`src/rtl/quad_decoder.sv`:
```
// Purpose : x4 quadrature decoder with per-channel synchroniser and glitch filter, signed wrapping count.
// Latency : a stable new A/B level first sampled on edge 1 updates count/step/dir on edge SYNC_STAGES+FILT_LEN+1.
// Backpr. : none; free-running decoder, every output is a registered level or a one-cycle pulse.
//
// Ports   : clk, rst_n (async active-low); A, B raw encoder channels; clr clears count;
//           err_clr clears err; count signed position; dir 00 idle / 01 CW / 10 CCW;
//           step one-cycle pulse per valid transition; err sticky illegal-transition flag.
// Option  : QUAD_DECODER_INDEX_EN adds index input Z and pulse output idx; a filtered Z rising
//           edge zeroes count (clr still has priority).
module quad_decoder #(
    parameter int CNT_W       = 16,
    parameter int SYNC_STAGES = 2,
    parameter int FILT_LEN    = 3,
    parameter int IDLE_CYCLES = 1024
) (
    input  logic             clk,
    input  logic             rst_n,
    input  logic             A,
    input  logic             B,
`ifdef QUAD_DECODER_INDEX_EN
    input  logic             Z,
`endif
    input  logic             clr,
    input  logic             err_clr,
    output logic [CNT_W-1:0] count,
    output logic [1:0]       dir,
    output logic             step,
    output logic             err
`ifdef QUAD_DECODER_INDEX_EN
    ,
    output logic             idx
`endif
);

`ifdef QUAD_DECODER_INDEX_EN
    localparam int NCH = 3;
`else
    localparam int NCH = 2;
`endif
    localparam int FW = $clog2(FILT_LEN + 1);
    localparam int IW = $clog2(IDLE_CYCLES + 1);

    // Channel packing: bit1 = A, bit0 = B, bit2 = Z when the index is enabled.
    logic [NCH-1:0] raw;
`ifdef QUAD_DECODER_INDEX_EN
    assign raw = {Z, A, B};
`else
    assign raw = {A, B};
`endif

    logic [SYNC_STAGES-1:0][NCH-1:0] sync_q;
    logic [NCH-1:0]                  sync_out;
    logic [NCH-1:0]                  filt;
    logic [FW-1:0]                   fcnt [NCH];
    logic [1:0]                      p_q;
    logic [IW-1:0]                   idle_q;
    logic [IW-1:0]                   idle_inc;

    assign sync_out = sync_q[SYNC_STAGES-1];

    always_ff @(posedge clk or negedge rst_n) begin
        if (!rst_n) begin
            sync_q <= '0;
        end else begin
            sync_q <= {sync_q[SYNC_STAGES-2:0], raw};
        end
    end

    // A channel only adopts a new level after FILT_LEN consecutive disagreeing
    // samples; any agreeing sample restarts the run.
    always_ff @(posedge clk or negedge rst_n) begin
        if (!rst_n) begin
            filt <= '0;
            for (int i = 0; i < NCH; i++) fcnt[i] <= '0;
        end else begin
            for (int i = 0; i < NCH; i++) begin
                if (sync_out[i] != filt[i]) begin
                    if (fcnt[i] == FW'(FILT_LEN - 1)) begin
                        filt[i] <= sync_out[i];
                        fcnt[i] <= '0;
                    end else begin
                        fcnt[i] <= fcnt[i] + FW'(1);
                    end
                end else begin
                    fcnt[i] <= '0;
                end
            end
        end
    end

    // Clockwise successor in the Gray sequence 00 -> 10 -> 11 -> 01 -> 00.
    function automatic logic [1:0] cw_next(input logic [1:0] s);
        case (s)
            2'b00:   cw_next = 2'b10;
            2'b10:   cw_next = 2'b11;
            2'b11:   cw_next = 2'b01;
            default: cw_next = 2'b00;
        endcase
    endfunction

    logic [1:0] s_cur;
    logic       cw_mv;
    logic       ccw_mv;
    logic       illegal;
    logic       z_rise;

    assign s_cur   = filt[1:0];
    assign cw_mv   = (s_cur == cw_next(p_q));
    assign ccw_mv  = (p_q == cw_next(s_cur));
    assign illegal = (s_cur == ~p_q);

`ifdef QUAD_DECODER_INDEX_EN
    logic z_prev;
    assign z_rise = filt[2] & ~z_prev;

    always_ff @(posedge clk or negedge rst_n) begin
        if (!rst_n) begin
            z_prev <= 1'b0;
            idx    <= 1'b0;
        end else begin
            z_prev <= filt[2];
            idx    <= z_rise;
        end
    end
`else
    assign z_rise = 1'b0;
`endif

    // Idle counter saturates at IDLE_CYCLES; illegal transitions do not reset it.
    assign idle_inc = (idle_q == IW'(IDLE_CYCLES)) ? idle_q : idle_q + IW'(1);

    always_ff @(posedge clk or negedge rst_n) begin
        if (!rst_n) begin
            p_q    <= 2'b00;
            idle_q <= '0;
            count  <= '0;
            dir    <= 2'b00;
            step   <= 1'b0;
            err    <= 1'b0;
        end else begin
            p_q  <= s_cur;
            step <= cw_mv | ccw_mv;
            err  <= illegal | (err & ~err_clr);

            if (cw_mv || ccw_mv) begin
                idle_q <= '0;
            end else begin
                idle_q <= idle_inc;
            end

            if (cw_mv) begin
                dir <= 2'b01;
            end else if (ccw_mv) begin
                dir <= 2'b10;
            end else if (idle_inc == IW'(IDLE_CYCLES)) begin
                dir <= 2'b00;
            end

            if (clr || z_rise) begin
                count <= '0;
            end else if (cw_mv) begin
                count <= count + CNT_W'(1);
            end else if (ccw_mv) begin
                count <= count - CNT_W'(1);
            end
        end
    end

endmodule

```
`config.mk`:
```
export PLATFORM = sky130hd
export DESIGN_NAME = quad_decoder
export DESIGN_NICKNAME = d
export VERILOG_FILES = /design/src/rtl/quad_decoder.sv
export SDC_FILE = /design/constraint.sdc
export NUM_CORES = 1
export LEC_CHECK = 0
export ABC_AREA = 1
export ABC_CLOCK_PERIOD_IN_PS = 2700
export CAP_MARGIN = 20
export CORE_MARGIN = 5
export CORE_UTILIZATION = 25
export DETAILED_ROUTE_END_ITERATION = 8
export HOLD_SLACK_MARGIN = 0.05
export SYNTH_ARGS = -nofsm -noshare
export SYNTH_HDL_FRONTEND = slang
export SYNTH_SLANG_ARGS = --single-unit
```
`constraint.sdc`:
```
create_clock -name clk -period 2.7 [get_ports clk]
set_input_delay 0.27 -clock clk [delete_from_list [all_inputs] [get_ports clk]]
set_output_delay 0.27 -clock clk [all_outputs]
set_load 0.02 [all_outputs]
```
==> out/qor.yml <==
outcome:
  status: "complete, no violations"
yosys:
  synth.distinct_cells: 29
  synth_area_per_cell_um2: 7.762
  ys.flop_type: "dfrtp_1"
  netlist_area_um2: 2592
  synth_enable_flop_cells: 0
  yosys-top-cells-area: "dfrtp_1, nand2_1, ha_1, nor2_1, nand3_1"
  syn_nets: 359
  synthCells: 334
  ys_ff_latch: 43
  yosysWarningCount: 0
  synth_top_area_cell: "dfrtp_1"
  synth_top_area_frac: 0.4151
  async_reset_ff_frac: 1.000
  seq_area_frac_synth: 0.4151
layout:
  nFillCells: 1073
  final_area_um2: 3164
  area_growth_pct: 22.06
  nNetsFinal: 391
  layout.cells.non_filler: 503
  drive_gt1_frac: 0.04632
  num_antenna_cells: 0
timing:
  final-hold-violation-count: 0
  setup_viol: 0
  max_freq_mhz: 428.7
  max_slew_margin: 0.6255
  finalMaxSlewViolations: 0
  rsz0062_at_grt: "no"
  finalCriticalPeriod_ns: 2.333
  finClkSkew_ns: 0.005539
  tightest_slew_ns: 0.5617
  fin_setup_tns_ns: 0
  min_period_over_period: 0.8640
clock_network:
  cts_buffers: 5
  tritoncts: "done"
  root_buffer: "clkbuf_8"
  clkLatencyLatePin_ns: 0.29
  clock_path_buffers: 2
  htreeDepth: 2
  postCtsSetupRepairBufs: 0
  path_clk_slew_ns: 0.08
  clock_sinks: 43
worst_hold_path:
  hp-class: "register to register"
  min_from: "sync_q[1]$_DFF_PN0_"
  hold_depth: 0
  min_to: "sync_out[1]$_DFF_PN0_"
floorplanning:
  dieHeight_um: 111.8
  boundaryPins: 26
  core_um2: 10230
  num_rows: 37
  dieArea_um2: 12510
  dieWidth_um: 111.8
  initial_utilization: 0.2534
worst_setup_path:
  r2r_cells: 13
  arrival_ns: 2.57
  crit_type: "register to register"
  rrSetupSlack_ns: 0.37
  reg2reg_from: "filt[1]$_DFFE_PN0P_"
  critPathCaptureType: "register"
  timing.rr.end: "count[10]$_DFFE_PN0P_"
  required_ns: 2.94
  path_max_fanout: 20
  cp-start-kind: "register"
global_routing:
  grt-ovfl-total: 0
  grt_max_degree: 44
  antenna_found_initial: 0
  grt_pass1_wl_mm: 9.998
  grt_pass1_vias: 2141
  track_usage: 0.09651
drt:
  routed_wl_mm: 5.756
  via_per_inst: 4.284
  ant_nets: 0
  drt-initial-drc-count: 111
  firstDrtPassIters: 4
  wire_per_inst_um: 11.44
  drc: 0
  vias: 2155
place:
  port_buffers: 25
  dpl.cell_count: 493
  dpl_cell_area_um2: 2994
  hpwl_mm: 4.311
  globalplace.congestion: 0.8668
job:
  maxCapViolCount: 0
[logic make-up (layout without fill, tap and decap cells)]
kind of cell,count (synthesis),in the layout,share of synthesized area
AND/OR/NAND/NOR,175,175,0.2838
AO/OA/AOI/OAI,43,43,0.08977
flip-flops,43,43,0.4151
buffers and inverters,37,70,0.05840
adder cells (fa/ha/maj),19,19,0.09460
XOR/XNOR,15,15,0.05067
multiplexers,2,2,0.007722
[worst max path at each step]
stage | end | startpoint
after floorplan | count[10]$_DFFE_PN0P_ | filt[1]$_DFFE_PN0P_
after global placement | count[10]$_DFFE_PN0P_ | filt[1]$_DFFE_PN0P_
after detailed placement | count[10]$_DFFE_PN0P_ | filt[1]$_DFFE_PN0P_
after CTS | count[10]$_DFFE_PN0P_ | filt[1]$_DFFE_PN0P_
after global routing | count[10]$_DFFE_PN0P_ | filt[0]$_DFFE_PN0P_
final | count[10]$_DFFE_PN0P_ | filt[1]$_DFFE_PN0P_
[worst max-delay path, stage by stage (launching register included)]
cell	delay, ns
dfrtp_1	0.45
xor2_1	0.20
nand2_1	0.07
buf_4	0.22
fa_1	0.42
nand3_1	0.10
nand2_1	0.13
nand2_1	0.09
nand2_1	0.11
nand3_1	0.10
nand2_1	0.07
a21oi_1	0.13
o21ai_0	0.11
nand2_1	0.06
[metrics by stage]
stage	hold slack (ns)	worst slack [ns]	util
2_1_floorplan	-0.02559	0.4085	-
3_3_place_gp	0.3363	0.4254	0.2927
3_5_place_dp	0.3411	0.4238	0.2927
4_1_cts	0.1624	0.3238	0.3056
5_1_grt	0.3747	0.08204	0.3093
6_report	0.3560	0.3673	0.3093
[cells in the final DEF (no fill, tap or decap), drive strengths merged, types with 10 or more instances in the layout]
| master | n |
|---|---|
| clkdlybuf4s50 | 24 |
| inv | 34 |
| dfrtp | 43 |
| nor2 | 39 |
| o21ai | 17 |
| ha | 18 |
| xnor2 | 10 |
| nand3 | 29 |
| nand2 | 95 |
| a21oi | 19 |
[sequential cells by signal (all words and copies together), names as in the netlist]
register / count
p_q: 2
err: 1
dir: 2
idle_q: 11
sync_out: 2
step: 1
sync_q: 2
filt: 2
count: 16
fcnt: 4
[Yosys cell counts (3+ instances only)]
master,instances
nor3_1,7
dfrtp_1,43
xnor2_1,10
o21ai_1,6
o21ai_0,11
nor2_1,39
inv_1,31
a21oi_1,19
ha_1,18
nand2_1,92
nand3_1,29
xor2_1,5
a21o_1,3
[metal layers]
layer / global-route usage / part of all wire
met2: 0.1527 / 0.45
met4: 0.02839 / 0.010
met3: 0.02391 / 0.033
met1: 0.1305 / 0.51
met5: 0 / 0
[timing repair]
item | in CTS | in global routing
endpoints found under the hold margin | 0 | 22
resized for setup | 0 | 0
hold buffers | 0 | 1
[final cells by class]
| cell class | instances | area, µm² | share of cell area |
|---|---|---|---|
| Clock buffer | 6 | 72.57 | 0.02293 |
| Clock inverter | 2 | 60.06 | 0.01898 |
| Inverter | 34 | 130.1 | 0.04112 |
| Multi-Input combinational cell | 254 | 1365 | 0.4314 |
| Sequential cell | 43 | 1076 | 0.3401 |
| Tap cell | 136 | 170.2 | 0.05378 |
| Timing Repair Buffer | 28 | 290.3 | 0.09174 |
Power is left out: the tool's default activity adds up to more than one toggle a clock period on the data nets, which glitch-free logic cannot reach.
==> RTL change 1 (config.mk and constraints unchanged) <==
`IDLE_CYCLES`: 1024 -> 512.
--- a/src/rtl/quad_decoder.sv
+++ b/src/rtl/quad_decoder.sv
@@ -12,5 +12,5 @@
     parameter int SYNC_STAGES = 2,
     parameter int FILT_LEN    = 3,
-    parameter int IDLE_CYCLES = 1024
+    parameter int IDLE_CYCLES = 512
 ) (
     input  logic             clk,
Function: same outputs for any inputs over 10 cycles, from zero or initial values and one cycle with rst_n low; that may be too few to reach the edited logic, so the function may still have changed.
==> RTL change 1 against the unedited design <==
- critical path depth shrank 2
- cell area shrank 2.9%
- setup slack lost 0.020 ns
- final cell count shrank 0.60%
- area after synthesis shrank 0.34%
- fmax shrank 0.85%
- sequential cell count shrank 1
- routed wire length shrank 1.3%
- critical endpoint is now count[9]
- largest cell class unchanged
- highest routed layer unchanged
Power is left out: the tool's default activity adds up to more than one toggle a clock period on the data nets, which glitch-free logic cannot reach.
==> RTL change 1: results (changes against the unedited design) <==
Largest regs = count: 16 flops, idle_q: 10 flops, fcnt: 4 flops
mux share of post-synthesis cell area = 0.775% (+0.0026 points)
met2 routed WL = 2.69 mm (+4.5%)
Hold Path Class = input port to asynchronous set/reset pin
gr usage total = 9.41% (-0.24 points)
Vias/cell = 4.37 (+2.0%)
Seq area share = 34.2% (+0.20 points)
Synth-to-Final Area Change = 18.9%
R2R setup slack = 0.35 ns (-0.02 ns)
nonclk inv count = 38 (+12%)
outcome = finished, final reports clean
part of the Yosys area used for sequential elements = 40.7% (-0.83 points)
final period utilization = 87.1% (+0.74 points)
largest net degree at the start of global routing = 43 (-2.3%)
Vias = 2186 (+1.4%)
Syn Nets = 358 (-0.28%)
Synth top cells by count = 98 x nand2_1, 42 x dfrtp_1, 34 x inv_1, 31 x nor2_1, 30 x nand3_1
Post-Synth Adder-Cell Area = 9.49% (+0.032 points)
Fill cells = 1108 (+3.3%)
Reg area = 1050 um2 (-2.3%)
# clk buffers = 5 (-1)
Non-clk bufs = 25 (-11%)
final WL = 5.68 mm (-1.3%)
R2R Path End = count[9]
wire length on met3 = 163 um (-14%)
fraction of layout cells with a size suffix above 1 = 6.04% (+1.4 points)
max_slew headroom = 37.3% (-25 points)
post-synthesis cell type count = 31 (+6.9%)
ClkCell Share = 2.93% (-1.3 points)
placed cell count = 492 (-0.20%)
xor/xnor share of the synthesized area = 4.70% (-0.37 points)
GPL Wtd Cong = 0.901 (+4.0%)
clk_skew = 0.00879 ns (+0.00325 ns)
Arrival @ worst endpoint = 2.55 ns (-0.02 ns)
DP Area = 2980 um2 (-0.38%)
Final #Nets = 388 (-0.77%)
largest cells by area after synthesis = dfrtp_1 41%, nand2_1 14%, ha_1 8.7%
Mapped Cells = 333 (-0.30%)
-- RTL change 1: cell count changes after synthesis, moves of 2 or more --
cell	change
nand3b_1	-2
nand2_1	+6
nand4_1	+4
o21ai_1	-5
inv_1	+3
o21ai_2	+3
nor2_1	-8
xor2_1	-3
-- RTL change 1: worst max path at each step --
| stage | from | endpoint | cells past startpoint |
|---|---|---|---|
| 6_report | filt[1] | count[9] | 11 |
| 5_1_grt | filt[1] | count[9] | 11 |
| 4_1_cts | filt[1] | count[9] | 11 |
| 3_5_place_dp | filt[1] | count[9] | 11 |
| 3_3_place_gp | filt[1] | count[14] | 9 |
| 2_1_floorplan | filt[1] | count[11] | 10 |
-- RTL change 1: metal layers --
metal | track usage, % | vias to the layer above
li1 | - | 1140
met1 | 12.0 | 1001
met2 | 16.1 | 36
met3 | 1.79 | 9
met4 | 2.92 | 0
met5 | 0 | -
==> RTL change 2 (config.mk and constraints unchanged) <==
Made on the original files. Register the output `count` once more, without a reset; this adds one clock of latency there. The other outputs are not delayed to match. Comments in the files are not updated.
--- a/src/rtl/quad_decoder.sv
+++ b/src/rtl/quad_decoder.sv
@@ -40,4 +40,6 @@
     localparam int FW = $clog2(FILT_LEN + 1);
     localparam int IW = $clog2(IDLE_CYCLES + 1);
+
+    logic [CNT_W-1:0] count_s0;
 
     // Channel packing: bit1 = A, bit0 = B, bit2 = Z when the index is enabled.
@@ -134,5 +136,5 @@
             p_q    <= 2'b00;
             idle_q <= '0;
-            count  <= '0;
+            count_s0 <= '0;
             dir    <= 2'b00;
             step   <= 1'b0;
@@ -158,13 +160,17 @@
 
             if (clr || z_rise) begin
-                count <= '0;
+                count_s0 <= '0;
             end else if (cw_mv) begin
-                count <= count + CNT_W'(1);
+                count_s0 <= count_s0 + CNT_W'(1);
             end else if (ccw_mv) begin
-                count <= count - CNT_W'(1);
+                count_s0 <= count_s0 - CNT_W'(1);
             end
         end
     end
 
+    always_ff @(posedge clk) begin
+        count <= count_s0;
+    end
+
 endmodule
 
Behaviour: not the same (a bounded check fails within 10 cycles, from zero or initial values and one cycle with rst_n low).
==> RTL change 2 against the unedited design <==
- via count is 11% higher
- sequential cell count increased by 16
- fmax down 0.81%
- count of clock-buffer cells in the layout grew 4
- clock skew up 0.0026 ns
- routed wire length is 9.8% higher
- setup slack worse by 0.019 ns
- cell area increased by 17%
- global-route usage shrank 0.13 points
- synthesized cell count is 4.2% higher
- final cell count increased by 5.6%
- area after synthesis rose by 13%
- hold slack worse by 0.054 ns
Power is not shown: default switching activity piles up to over one toggle a cycle in this logic, so the estimate is an artifact.
==> RTL change 2: results (changes against the unedited design) <==
Synth top cells by count = 89 x nand2_1, 43 x dfrtp_1, 41 x nor2_1, 31 x nand3_1, 25 x inv_1
M1 GR Usage = 11.3% (-1.8 points)
vias in the first global route = 2362 (+10%)
routed len/inst = 11.9 um (+4.0%)
grt met2 use = 15.2% (-0.078 points)
outcome = finished, final reports clean
CTS Root Cell = clkbuf_16
Async SR Flop Fraction = 72.9% (-27 points)
largest cells by area after synthesis = dfrtp_1 37%, nand2_1 11%, dfxtp_1 11%
clk_skew = 0.00810 ns (+0.00256 ns)
TritonCTS Buffers = 9 (+4)
Hold Path Class = input port to asynchronous set/reset pin
H-tree depth = 3 (+1)
Fill cells = 1167 (+8.8%)
first-pass GRT wire length = 10.8 mm (+7.8%)
DP Wirelength = 4.57 mm (+6.0%)
part of the Yosys area used for sequential elements = 47.5% (+6.0 points)
mux share of post-synthesis cell area = 0.681% (-0.091 points)
Largest regs = count: 16 flops, count_s0: 16 flops, idle_q: 11 flops
GPL Wtd Cong = 0.872 (+0.61%)
Syn Nets = 373 (+3.9%)
Max clock buf depth = 2 (unchanged)
compound-cell area share of the yosys netlist = 8.81% (-0.16 points)
Vias = 2383 (+11%)
Final #Nets = 408 (+4.3%)
Worst-path clk slew = 0.06 ns (-0.02 ns)
max_slew headroom = 75.7% (+13 points)
later-pin clock latency in the skew report = 0.33 ns (+0.04 ns)
fraction of layout cells with a size suffix above 1 = 8.76% (+4.1 points)
Cell Area, Synth = 2940 um2 (+13%)
grt met3 use = 4.01% (+1.6 points)
xor/xnor share of the synthesized area = 4.47% (-0.60 points)
First DRT Iteration DRCs = 115 (+3.6%)
Antenna Cells = 0 (unchanged)
[RTL change 2: changes by cell type after synthesis, sizes merged, moves of 2 or more]
cell    change
inv         -6
nand3       +2
o21ai       -2
o21bai      +2
nor2        +2
or2         +2
dfxtp      +16
nand2       -3
[RTL change 2: repair_timing]
item / in CTS / in global routing
hold buffers: 0 / 1
hold endpoints to repair: 0 / 4
endpoints found under the setup margin: 0 / 0
resized for setup: 0 / 0
[RTL change 2: final timing paths]
check	cells past startpoint	slack (ns)	end	startpoint
worst max-delay path	12	0.35	count_s0[11]	filt[1]
worst min-delay path	2	0.30	count_s0[9]	rst_n
worst max register to register	12	0.35	count_s0[11]	filt[1]
worst min register to register	0	0.34	sync_out[0]	sync_q[0]
max in group asynchronous	3	1.96	p_q[1]	rst_n
min in group clk	0	0.34	sync_out[0]	sync_q[0]
[RTL change 2: kinds of logic after synthesis]
group / Yosys count
and+or+nand+nor: 178
DFF: 59
AOI/OAI and AO/OA: 43
buffers and inverters: 32
adders and majority gates: 19
xor gates and xnor gates: 15
muxes: 2
[RTL change 2: per-stage QoR]
stage	utilization, %	area [um2]	cells	worst slack, ns
after global placement	29.1	3340	513	0.424
after detailed placement	29.1	3340	513	0.360
after CTS	32.0	3670	529	0.347
after global routing	32.3	3700	531	0.153
final	32.3	3700	531	0.348
after floorplan	-	2940	348	0.304
[RTL change 2: per-layer routing]
metal / wire length, um / share of wire (%) / vias to the layer above
li1: - / - / 1215
met1: 2890 / 46 / 1109
met2: 2950 / 47 / 45
met3: 324 / 5.1 / 14
met4: 155 / 2.5 / 0
met5: 0 / 0 / -
[RTL change 2: worst max-delay path, stage by stage, from the launching register on]
cell and delay (ns):
dfrtp_1 0.44, xor2_1 0.23, nand2_1 0.07, buf_4 0.23, ha_1 0.41, nand3_1 0.09, nand2_1 0.12, nand2_1 0.06
nand2_1 0.12, a21oi_1 0.09, or2_2 0.27, nand3_1 0.07, nand2_1 0.05
[RTL change 2: final cells by class]
type | instances | area (um2) | share of cell area [%]
Sequential cell | 59 | 1400 | 37.7
Tap cell | 143 | 179 | 4.83
Timing Repair Buffer | 28 | 283 | 7.64
Multi-Input combinational cell | 257 | 1410 | 38.0
Clock buffer | 10 | 239 | 6.45
Clock inverter | 6 | 95.1 | 2.57
Inverter | 28 | 105 | 2.84
